`config.mk`:
```
export PLATFORM = sky130hd
export DESIGN_NAME = piece_controller
export DESIGN_NICKNAME = d
export VERILOG_FILES = /design/src/rtl/piece_controller.sv
export SDC_FILE = /design/constraint.sdc
export NUM_CORES = 1
export LEC_CHECK = 0
export BUFFER_PORTS_ARGS = -buffer_cell sky130_fd_sc_hd__buf_2
export CAP_MARGIN = 20
export CORE_ASPECT_RATIO = 0.8
export CORE_UTILIZATION = 40
export CTS_BUF_LIST = sky130_fd_sc_hd__clkbuf_8
export CTS_CLUSTER_SIZE = 20
export DETAILED_ROUTE_END_ITERATION = 8
export GPL_ROUTABILITY_DRIVEN = 0
export SYNTH_ARGS = -nofsm -noshare
export SYNTH_HDL_FRONTEND = slang
export SYNTH_SLANG_ARGS = --single-unit
```
`constraint.sdc`:
```
create_clock -name Clk -period 10.84 [get_ports Clk]
set_input_delay 1.084 -clock Clk [delete_from_list [all_inputs] [get_ports Clk]]
set_output_delay 1.084 -clock Clk [all_outputs]
set_load 0.1 [all_outputs]
```
`src/rtl/piece_controller.sv`:
```
// piece_controller: active tetromino mover with handshaked collision checks.
// Gravity, player moves, spawn and lock for a configurable playfield.
module piece_controller #(
  parameter int COORD_W        = 5,
  parameter int CELLS          = 4,
  parameter int GRID_W         = 10,
  parameter int GRID_H         = 20,
  parameter int GRAVITY_FRAMES = 30,
  parameter int SOFT_FRAMES    = 3,
  parameter int PIVOT          = 1
) (
  input  logic                     Clk,
  input  logic                     Reset,
  input  logic                     frame_clk,
  input  logic [31:0]              keycode,
  input  logic                     spawn,
  input  logic [CELLS*COORD_W-1:0] spawn_x,
  input  logic [CELLS*COORD_W-1:0] spawn_y,
  input  logic                     check_ack,
  input  logic                     check_ok,
  output logic [CELLS*COORD_W-1:0] x_block,
  output logic [CELLS*COORD_W-1:0] y_block,
  output logic                     piece_valid,
  output logic [1:0]               orientation,
  output logic [CELLS*COORD_W-1:0] cand_x,
  output logic [CELLS*COORD_W-1:0] cand_y,
  output logic                     check_req,
  output logic                     lock_pulse,
  output logic                     game_over
);

  localparam int SW = COORD_W + 2;
  localparam int PW = CELLS * COORD_W;
  localparam int PO = (CELLS - 1 - PIVOT) * COORD_W;
  localparam logic signed [SW-1:0] GW_S = SW'(GRID_W);
  localparam logic signed [SW-1:0] GH_S = SW'(GRID_H);

  localparam int K_J = 4;
  localparam int K_L = 3;
  localparam int K_A = 2;
  localparam int K_D = 1;
  localparam int K_S = 0;

  typedef enum logic [2:0] {
    S_IDLE, S_SPAWN, S_ACT, S_CHECK, S_WAIT, S_GRAV
  } state_t;

  typedef enum logic [2:0] {
    MV_NONE, MV_L, MV_R, MV_RL, MV_RR, MV_DN
  } mv_t;

  typedef enum logic [1:0] {
    OP_GRAV, OP_SHIFT, OP_ROTL, OP_ROTR
  } op_t;

  state_t          state_q, state_d;
  logic [2:0]      fs_q;
  logic            tick;
  logic [PW-1:0]   x_q, x_d, y_q, y_d;
  logic [PW-1:0]   cx_q, cx_d, cy_q, cy_d;
  logic            oob_q, oob_d;
  op_t             op_q, op_d;
  logic            valid_q, valid_d;
  logic [1:0]      ori_q, ori_d;
  logic            req_q, req_d;
  logic            lock_q, lock_d;
  logic            over_q, over_d;
  logic [5:0]      cnt_q, cnt_d;
  logic            pend_q, pend_d;
  logic [4:0]      keys_q, keys_d;
  logic [4:0]      keys_now, kedge;
  logic [5:0]      limit;
  mv_t             act_mv, mv;
  op_t             act_op;
  logic [PW-1:0]   mx, my;
  logic            m_oob;
  logic signed [SW-1:0] px, py, xs, ys, nx, ny;

  function automatic logic hit(input logic [31:0] kc, input logic [7:0] code);
    hit = (kc[7:0] == code) | (kc[15:8] == code) |
          (kc[23:16] == code) | (kc[31:24] == code);
  endfunction

  assign keys_now = {hit(keycode, 8'h0D), hit(keycode, 8'h0F),
                     hit(keycode, 8'h04), hit(keycode, 8'h07),
                     hit(keycode, 8'h16)};
  assign kedge = keys_now & ~keys_q;
  assign limit = keys_q[K_S] ? 6'(SOFT_FRAMES) : 6'(GRAVITY_FRAMES);
  assign tick  = fs_q[1] & ~fs_q[2];

  // Synchronise the frame strobe and keep its previous level for edge detect
  always_ff @(posedge Clk or posedge Reset) begin
    if (Reset) fs_q <= '0;
    else       fs_q <= {fs_q[1:0], frame_clk};
  end

  // Pick at most one player action per frame, rotations first
  always_comb begin
    act_mv = MV_NONE;
    act_op = OP_SHIFT;
    if (kedge[K_J]) begin
      act_mv = MV_RL;
      act_op = OP_ROTL;
    end else if (kedge[K_L]) begin
      act_mv = MV_RR;
      act_op = OP_ROTR;
    end else if (kedge[K_A]) begin
      act_mv = MV_L;
    end else if (kedge[K_D]) begin
      act_mv = MV_R;
    end
  end

  // Candidate generator in widened signed space so off-grid cells are visible
  always_comb begin
    mv    = (state_q == S_GRAV) ? MV_DN : act_mv;
    px    = signed'({2'b00, x_q[PO +: COORD_W]});
    py    = signed'({2'b00, y_q[PO +: COORD_W]});
    mx    = '0;
    my    = '0;
    m_oob = 1'b0;
    xs    = '0;
    ys    = '0;
    nx    = '0;
    ny    = '0;
    for (int i = 0; i < CELLS; i++) begin
      xs = signed'({2'b00, x_q[(CELLS-1-i)*COORD_W +: COORD_W]});
      ys = signed'({2'b00, y_q[(CELLS-1-i)*COORD_W +: COORD_W]});
      nx = xs;
      ny = ys;
      unique case (mv)
        MV_L:  nx = xs - SW'(1);
        MV_R:  nx = xs + SW'(1);
        MV_DN: ny = ys + SW'(1);
        MV_RL: begin
          nx = px + (ys - py);
          ny = py - (xs - px);
        end
        MV_RR: begin
          nx = px - (ys - py);
          ny = py + (xs - px);
        end
        default: ;
      endcase
      if (nx[SW-1] || ny[SW-1] || nx >= GW_S || ny >= GH_S)
        m_oob = 1'b1;
      mx[(CELLS-1-i)*COORD_W +: COORD_W] = nx[COORD_W-1:0];
      my[(CELLS-1-i)*COORD_W +: COORD_W] = ny[COORD_W-1:0];
    end
  end

  // Controller state register
  always_ff @(posedge Clk or posedge Reset) begin
    if (Reset) state_q <= S_IDLE;
    else       state_q <= state_d;
  end

  // Controller next-state logic
  always_comb begin
    state_d = state_q;
    unique case (state_q)
      S_IDLE: begin
        if (pend_q && valid_q)
          state_d = S_ACT;
        else if (spawn && !valid_q && !over_q)
          state_d = S_SPAWN;
      end
      S_SPAWN: if (req_q && check_ack) state_d = S_IDLE;
      S_ACT:   state_d = (act_mv == MV_NONE) ? S_GRAV : S_CHECK;
      S_CHECK: begin
        if (!oob_q)              state_d = S_WAIT;
        else if (op_q == OP_GRAV) state_d = S_IDLE;
        else                     state_d = S_GRAV;
      end
      S_WAIT: begin
        if (req_q && check_ack)
          state_d = (op_q == OP_GRAV) ? S_IDLE : S_GRAV;
      end
      S_GRAV: state_d = (cnt_q >= limit) ? S_CHECK : S_IDLE;
      default: state_d = S_IDLE;
    endcase
  end

  // Datapath updates driven by the current controller state
  always_comb begin
    x_d     = x_q;
    y_d     = y_q;
    cx_d    = cx_q;
    cy_d    = cy_q;
    oob_d   = oob_q;
    op_d    = op_q;
    valid_d = valid_q;
    ori_d   = ori_q;
    req_d   = req_q;
    lock_d  = 1'b0;
    over_d  = over_q;
    cnt_d   = cnt_q;
    keys_d  = keys_q;
    pend_d  = pend_q | tick;
    unique case (state_q)
      S_IDLE: begin
        if (pend_q && valid_q) begin
          pend_d = tick;
        end else if (spawn && !valid_q && !over_q) begin
          cx_d  = spawn_x;
          cy_d  = spawn_y;
          req_d = 1'b1;
        end
      end
      S_SPAWN: begin
        if (req_q && check_ack) begin
          req_d = 1'b0;
          if (check_ok) begin
            x_d     = cx_q;
            y_d     = cy_q;
            valid_d = 1'b1;
            ori_d   = 2'd0;
            cnt_d   = '0;
          end else begin
            over_d = 1'b1;
          end
        end
      end
      S_ACT: begin
        keys_d = keys_now;
        cnt_d  = cnt_q + 6'd1;
        if (act_mv != MV_NONE) begin
          cx_d  = mx;
          cy_d  = my;
          oob_d = m_oob;
          op_d  = act_op;
        end
      end
      S_CHECK: begin
        if (!oob_q) begin
          req_d = 1'b1;
        end else if (op_q == OP_GRAV) begin
          lock_d  = 1'b1;
          valid_d = 1'b0;
          cnt_d   = '0;
        end
      end
      S_WAIT: begin
        if (req_q && check_ack) begin
          req_d = 1'b0;
          if (check_ok) begin
            x_d = cx_q;
            y_d = cy_q;
            if (op_q == OP_ROTL) ori_d = ori_q + 2'd1;
            if (op_q == OP_ROTR) ori_d = ori_q - 2'd1;
          end else if (op_q == OP_GRAV) begin
            lock_d  = 1'b1;
            valid_d = 1'b0;
            cnt_d   = '0;
          end
        end
      end
      S_GRAV: begin
        if (cnt_q >= limit) begin
          cx_d  = mx;
          cy_d  = my;
          oob_d = m_oob;
          op_d  = OP_GRAV;
          cnt_d = '0;
        end
      end
      default: ;
    endcase
  end

  // Datapath registers; reset abandons any candidate in flight
  always_ff @(posedge Clk or posedge Reset) begin
    if (Reset) begin
      x_q     <= '0;
      y_q     <= '0;
      cx_q    <= '0;
      cy_q    <= '0;
      oob_q   <= 1'b0;
      op_q    <= OP_GRAV;
      valid_q <= 1'b0;
      ori_q   <= 2'd0;
      req_q   <= 1'b0;
      lock_q  <= 1'b0;
      over_q  <= 1'b0;
      cnt_q   <= '0;
      pend_q  <= 1'b0;
      keys_q  <= '0;
    end else begin
      x_q     <= x_d;
      y_q     <= y_d;
      cx_q    <= cx_d;
      cy_q    <= cy_d;
      oob_q   <= oob_d;
      op_q    <= op_d;
      valid_q <= valid_d;
      ori_q   <= ori_d;
      req_q   <= req_d;
      lock_q  <= lock_d;
      over_q  <= over_d;
      cnt_q   <= cnt_d;
      pend_q  <= pend_d;
      keys_q  <= keys_d;
    end
  end

  assign x_block     = x_q;
  assign y_block     = y_q;
  assign cand_x      = cx_q;
  assign cand_y      = cy_q;
  assign piece_valid = valid_q;
  assign orientation = ori_q;
  assign check_req   = req_q;
  assign lock_pulse  = lock_q;
  assign game_over   = over_q;

endmodule

```
==> impl_metrics.ini, run 1 <==
[timing]
tightest_slew_ns = 1.12
finalClockSkew_ns = 0.0218
post-route-worst-setup-slack_ns = 4.93
period_needed_ns = 5.91
rsz0062_at_grt = no
relSlewSlack = 0.245
setup_viol = 0
tns_ns = 0
slew_viol_final = 0
clock.fmax_ghz = 0.169
fin_crit_sh = 0.545
hold_violations = 0

[routing]
vias_per_cell = 6.00
wire_per_inst_um = 20.6
firstDrtPassIters = 5
route.detailed.drc = 0
drtIter0Drc = 948
num_vias = 9846
routed_wl_um = 33800
final_antenna_net_count = 0

[hold_path]
holdPathEnd = fs_q[1]
worstHoldPathCells = 0
hold_start = fs_q[0]
hold_path_class = register to register

[floorplanning]
start_util = 0.412
core_um2 = 23600
die_x_um = 176
row_count = 50
die_area_um2 = 25000
ioPinCount = 164
dieHeight_um = 142

[setup_path]
r2r_end = oob_q
slowest_delay_ns = 0.88
reg2reg_depth = 17
reg2reg_setup_slack_ns = 5.67
start_kind = primary input
worstSetupPathType = primary input to register
crit_top_cell = o21ai_0
cp-end-kind = register
critPathMaxFanout = 27
cp.arrival_ns = 6.18
cp-startpoint = keycode[27]
slowest_stage = nand3_1
cp.required_ns = 11.11
cp_cell_sequence = buf_2, nor2b_1, and4b_1, o41ai_4, nand3_1, o21ai_0, fa_1, a21oi_1, o21ai_0, o31ai_1, xnor2_1, o21ai_0, nor4_1, o21ai_0, a2111oi_2, a32oi_1
r2r-start = x_block[11]

[clock_network]
htreeDepth = 3
cts_hold_buf = 0
cts_resized = 0
clk_pin_slew_ns = 0.12
cts_buffers = 9
cts_tree = yes
post_cts_buffers = 0
root_buffer = clkbuf_8
clockBufferDepth = 2
clkLatencyLatePin_ns = 0.41
clock-sinks = 107

[synth]
synth.yosys.seq_area_share = 0.275
syn-cell-area_um2 = 9730
synthTopCellsByArea = dfrtp_1 28%, ha_1 11%, o21ai_0 5.8%
synth_cell_types = 79
synth_top_area_share = 0.275
synth_common_cells = 133 x nand2_1, 113 x o21ai_0, 107 x dfrtp_1
syn_nets = 1358
synth.largest_area_cell = dfrtp_1
async_reset_ff_frac = 1.00
synth.most_common_cell = nand2_1
ys_dominant_reg_cell = dfrtp_1
synth_edf_count = 0
synth.avg_cell_area_um2 = 8.21
ys_ff_latch = 107
yosys_warnings = 0
syn_inst = 1185

[finish]
area_growth_pct = 13.6
fillers = 2398
design_area_um2 = 11100
nets = 1498
drive_gt1_frac = 0.181
stdcell_count = 1642

[run_status]
status = complete, no violations

[global_routing]
grt_use_total = 0.274
overflow = 0
first_global_vias = 9073
antenna_found_initial = 1
grt_pass1_wl_um = 52500
grt_max_degree = 80

[placement]
dp_hpwl_um = 26100
place_ws_ns = 4.63
dpl.cell_count = 1626
postPlaceCellArea_um2 = 10900
io_buffers = 163

[flow_run]
cap_violations = 0
[stage by stage]
step	util	hold WS, ns
after detailed placement	0.460	0.342
after global placement	0.460	0.332
final	0.468	0.367
after CTS	0.468	0.371
after floorplan	-	0.331
after global routing	0.468	0.386
[sequential cells by signal, summed over array words and instances (netlist names), 2 cells and up]
signal / count
keys_q: 5
cnt_q: 6
cand_y: 20
cand_x: 20
y_block: 20
op_q: 2
state_q: 3
x_block: 20
fs_q: 3
orientation: 2
[worst max-delay path: cells and delay by family]
kind | cells | cell delay (ns)
buffers and inverters | 1 | 0.12
AOI/OAI and AO/OA | 9 | 2.98
adders and majority gates | 1 | 0.29
xor gates and xnor gates | 1 | 0.18
and+or+nand+nor | 4 | 1.51
[worst max path at each step]
stage             to  slack [ns]  depth (start not counted)
6_report       oob_q        4.93                         16
5_1_grt        oob_q        4.52                         16
4_1_cts        oob_q        5.04                         16
3_5_place_dp   oob_q        4.63                         16
3_3_place_gp   oob_q        4.85                         17
2_1_floorplan  oob_q        5.86                         18
[layout make-up]
type / instances / area, µm² / share of cell area
diodes: 1 / 2.50 / 0.000226
clock buffers: 9 / 124 / 0.0112
clock inverters: 6 / 61.3 / 0.00554
inverters: 59 / 224 / 0.0202
multi-input cells: 972 / 6670 / 0.603
flip-flops and latches: 107 / 2680 / 0.242
well taps: 312 / 390 / 0.0353
repair buffers: 176 / 913 / 0.0826
[cells by family (layout without fill, tap and decap cells)]
family | Yosys count | count (layout) | synth area share
flops | 107 | 107 | 0.275
fa+ha+maj | 95 | 95 | 0.131
buf+inv | 106 | 250 | 0.0416
other cells | 0 | 1 | 0
xor+xnor | 66 | 66 | 0.0594
compound gates | 352 | 352 | 0.236
mux | 35 | 35 | 0.0389
simple gates | 424 | 424 | 0.217
[layer usage]
layer  track usage  up-vias  wire length (µm)
li1              -     4608                 -
met1         0.416     4717             16100
met2         0.388      478             13700
met3        0.0611       43              3440
met4        0.0649        0               563
met5             0        -                 0
[layout by cell type, fill, tap and decap left out, types with 12 or more instances in the layout]
cell type | netlist | layout
a21oi_1 | 78 | 78
mux2_2 | 23 | 23
nor2_1 | 105 | 103
mux2i_1 | 12 | 12
a211oi_1 | 19 | 19
ha_1 | 83 | 83
nor2b_1 | 19 | 19
xnor2_1 | 41 | 41
fa_1 | 12 | 12
dfrtp_1 | 107 | 107
xor2_1 | 25 | 25
nand2b_1 | 17 | 17
a21o_1 | 30 | 30
buf_4 | 0 | 13
buf_2 | 6 | 163
nand2_1 | 133 | 132
nand4_1 | 13 | 13
nor3_1 | 34 | 34
o21ai_0 | 113 | 113
nand3_1 | 39 | 39
inv_1 | 59 | 58
Power of run 1 is left out: the tool's default activity adds up to more than one toggle a clock period on the data nets, which glitch-free logic cannot reach.
==> run 2: changes to the inputs <==
- clock period: 10.84 -> 5.5 ns (I/O delays scaled with it)
==> run 2 against run 1 <==
  * Global-route usage fell by 0.41 points
  * Core utilization is 0.27 points higher
  * Hold slack got worse by 0.16 ns
  * Register-to-register slack got worse by 4.9 ns
  * Via count is 0.30% lower
==> impl_metrics.ini, run 2 (synthesized netlist as in run 1, its figures left out) <==
[routing]
routed_wl_um = 33400
final_antenna_net_count = 0
firstDrtPassIters = 7
wire_per_inst_um = 20.3
m1WireLength_um = 16200
highest_layer = met4
dr_wl_met3_um = 3260
vias_per_cell = 5.95
dr_wl_met2_um = 13600
route.detailed.drc = 0
drtIter0Drc = 964
num_vias = 9816

[clock_network]
cts_resized = 0
post_cts_buffers = 0
cts_buffers = 9
clockBufferDepth = 2
clkLatencyLatePin_ns = 0.41
htreeDepth = 3
clock-sinks = 107
clk_pin_slew_ns = 0.13
root_buffer = clkbuf_8
cts_hold_buf = 0
cts_tree = yes

[finish]
drive_gt1_frac = 0.186
fillers = 2382
layout_commonest_cell = buf_2
nets = 1507
antennaDiodeCount = 0
area_growth_pct = 14.3
final_cell_mix = 163 x buf_2, 132 x nand2_1, 113 x o21ai_0

[timing]
rsz0062_at_grt = no
slew_viol_final = 0
clock.fmax_ghz = 0.213
setup_viol = 0
relSlewSlack = 0.242
tightest_slew_ns = 1.13
fin_crit_sh = 0.853
period_needed_ns = 4.69
tns_ns = 0
finalClockSkew_ns = 0.0231
hold_violations = 0

[setup_path]
cp-end-kind = register
slowest_stage = dfrtp_1
crit_top_cell = xnor2_1
crit_buf_inv = 1
cp_cell_sequence = inv_1, fa_1, xnor2_1, nand3_1, nand2_1, xnor2_1, ha_1, o21ai_0, o21bai_1, a21oi_1, xor2_1, xnor2_1, a31o_2, a211oi_1, nor4_1, and4b_1, a32oi_1
worstSetupPathType = register to register
critPathMaxFanout = 11
start_kind = register
path_delay_family = compound AO/OA/AOI/OAI gates
cp.arrival_ns = 5.02
cp.required_ns = 5.83
slowest_delay_ns = 0.68

[hold_path]
hold_path_class = primary input to async pin

[global_routing]
grt_max_degree = 62
grt_pass1_wl_um = 51400
antenna_found_initial = 1
grt_use_total = 0.270
overflow = 0
first_global_vias = 8752

[placement]
io_buffers = 163
dp_hpwl_um = 26100

[floorplanning]
start_util = 0.412
ioPinCount = 164
core_um2 = 23600
dieHeight_um = 142
row_count = 50
die_area_um2 = 25000
die_x_um = 176

[flow_run]
cap_violations = 0

[run_status]
status = complete, no violations
==> run 2: worst reg2reg max path: stages, from the launching register on <==
cell	delay, ns
dfrtp_1	0.68
inv_1	0.45
fa_1	0.55
xnor2_1	0.34
nand3_1	0.19
nand2_1	0.12
xnor2_1	0.14
ha_1	0.29
o21ai_0	0.09
o21bai_1	0.08
a21oi_1	0.18
xor2_1	0.28
xnor2_1	0.11
a31o_2	0.25
a211oi_1	0.42
nor4_1	0.08
and4b_1	0.20
a32oi_1	0.17
==> run 2: worst paths after layout <==
path	start	endpoint	slack, ns	depth (start not counted)
max	x_block[11]	oob_q	0.81	17
min	Reset	y_block[0]	0.21	2
max reg2reg	x_block[11]	oob_q	0.81	17
min reg2reg	fs_q[0]	fs_q[1]	0.36	0
max in group asynchronous	Reset	x_block[6]	4.03	3
min in group Clk	frame_clk	fs_q[0]	0.24	1
==> run 2: final cells by class <==
type / count / area, µm² / area share
sequential: 107 / 2680 / 0.241
clock buffer: 9 / 124 / 0.0111
tap: 312 / 390 / 0.0351
multi-input combinational: 972 / 6670 / 0.599
timing repair buffer: 185 / 981 / 0.0882
inverter: 59 / 224 / 0.0201
clock inverter: 6 / 60.1 / 0.00540
==> run 2: routing by layer <==
metal	GRT usage	up-vias
met5	0	-
met4	0.0554	0
met3	0.0520	27
met2	0.377	419
met1	0.422	4747
li1	-	4623
==> run 2: stage by stage <==
| stage | std cells | worst slack (ns) | hold slack [ns] | instance area, µm² | utilization |
|---|---|---|---|---|---|
| 6_report | 1650 | 0.810 | 0.208 | 11100 | 0.470 |
| 5_1_grt | 1650 | 0.526 | 0.216 | 11100 | 0.470 |
| 4_1_cts | 1650 | 0.824 | 0.216 | 11100 | 0.470 |
| 3_5_place_dp | 1635 | 0.537 | 0.335 | 10900 | 0.463 |
| 3_3_place_gp | 1635 | 0.613 | 0.333 | 10900 | 0.463 |
| 2_1_floorplan | 1185 | 0.721 | 0.331 | 9730 | - |
Power of run 2 is left out for the same reason.
==> run 3: changes to the inputs <==
- ABC_CLOCK_PERIOD_IN_PS: default -> 5500
- MAX_ROUTING_LAYER: default -> met4
==> run 3 against run 2 <==
  * Critical endpoint unchanged
  * Core utilization stayed put
  * Sequential share of layout area stayed put
  * Cell count stayed put
  * Design area stayed put
  * Global-route usage is 0.81 points higher
  * Register-to-register slack better by 0.03 ns
  * Clock-buffer cell count stayed put
  * Via count is 0.33% lower
  * Critical path depth stayed put
  * First-iteration DRC count is 12% higher
  * Highest routed layer unchanged
  * Fmax is 0.59% higher
==> impl_metrics.ini, run 3 (synthesized netlist as in run 1, its figures left out) <==
[run_status]
status = complete, no violations

[global_routing]
grt_use_total = 0.278
grt_pass1_wl_um = 51400
first_global_vias = 8761
antenna_found_initial = 1
overflow = 0
grt_max_degree = 62

[clock_network]
htreeDepth = 3
root_buffer = clkbuf_8
cts_buffers = 9
cts_resized = 0
clock-sinks = 107
cts_tree = yes
clockBufferDepth = 2
clkLatencyLatePin_ns = 0.41
post_cts_buffers = 0
clk_pin_slew_ns = 0.12
cts_hold_buf = 0

[setup_path]
cp.required_ns = 5.83
cp.arrival_ns = 4.99
reg2reg_setup_slack_ns = 0.84
crit_buf_inv = 1
cp_cell_sequence = inv_1, fa_1, xnor2_1, nand3_1, nand2_1, xnor2_1, ha_1, o21ai_0, o21bai_1, a21oi_1, xor2_1, xnor2_1, a31o_2, a211oi_1, nor4_1, and4b_1, a32oi_1
cp-end-kind = register
slowest_delay_ns = 0.66
slowest_stage = dfrtp_1
worstSetupPathType = register to register
crit_top_cell = xnor2_1
start_kind = register
path_delay_family = compound AO/OA/AOI/OAI gates
critPathMaxFanout = 11

[timing]
clock.fmax_ghz = 0.214
tns_ns = 0
slew_viol_final = 0
period_needed_ns = 4.66
relSlewSlack = 0.267
fin_crit_sh = 0.848
tightest_slew_ns = 1.10
hold_violations = 0
finalClockSkew_ns = 0.0235
setup_viol = 0
rsz0062_at_grt = no

[routing]
route.detailed.drc = 0
drtIter0Drc = 1076
routed_wl_um = 33400
firstDrtPassIters = 6
vias_per_cell = 5.93
wire_per_inst_um = 20.3
num_vias = 9784
final_antenna_net_count = 0

[finish]
fillers = 2382
layout_commonest_cell = buf_2
area_growth_pct = 14.3
drive_gt1_frac = 0.186
final_cell_mix = 163 x buf_2, 132 x nand2_1, 113 x o21ai_0
antennaDiodeCount = 0
nets = 1507
design_area_um2 = 11100
stdcell_count = 1650

[placement]
dpl.cell_count = 1635
dp_hpwl_um = 26100
io_buffers = 163
postPlaceCellArea_um2 = 10900

[floorplanning]
die_area_um2 = 25000
die_x_um = 176
row_count = 50
start_util = 0.412
dieHeight_um = 142
ioPinCount = 164
core_um2 = 23600

[hold_path]
hold_path_class = primary input to async pin

[flow_run]
cap_violations = 0
run 3: cell counts in the layout (fill, tap and decap cells not counted):
Identical to the previous run, type by type.
run 3: final cells by class:
type | instances | area (µm²) | area share
multi-input cells | 972 | 6670 | 0.599
flip-flops and latches | 107 | 2680 | 0.241
repair buffers | 185 | 981 | 0.0882
well taps | 312 | 390 | 0.0351
inverters | 59 | 224 | 0.0201
clock buffers | 9 | 124 | 0.0111
clock inverters | 6 | 60.1 | 0.00540
run 3: path summary, 6_finish.rpt:
| check | startpoint | to | cells past startpoint |
|---|---|---|---|
| max in group asynchronous | Reset | x_block[12] | 3 |
| setup reg to reg | x_block[11] | oob_q | 17 |
| min in group Clk | frame_clk | fs_q[0] | 1 |
| setup / recovery | x_block[11] | oob_q | 17 |
| hold reg to reg | fs_q[0] | fs_q[1] | 0 |
| hold / removal | Reset | y_block[0] | 2 |
run 3: metal layers:
metal  wire [µm]  vias to the layer above  track usage
li1            -                     4618            -
met1       16200                     4728        0.426
met2       13600                      406        0.376
met3        3290                       32       0.0469
met4         399                        0       0.0567
met5           0                        -            -
run 3: through the flow:
| step | util | setup WS [ns] | hold slack (ns) |
|---|---|---|---|
| floorplan | - | 0.721 | 0.331 |
| global placement | 0.463 | 0.613 | 0.333 |
| detailed placement | 0.463 | 0.537 | 0.335 |
| CTS | 0.470 | 0.824 | 0.216 |
| global route | 0.470 | 0.530 | 0.216 |
| finish | 0.470 | 0.837 | 0.209 |
Power of run 3 is left out for the same reason.
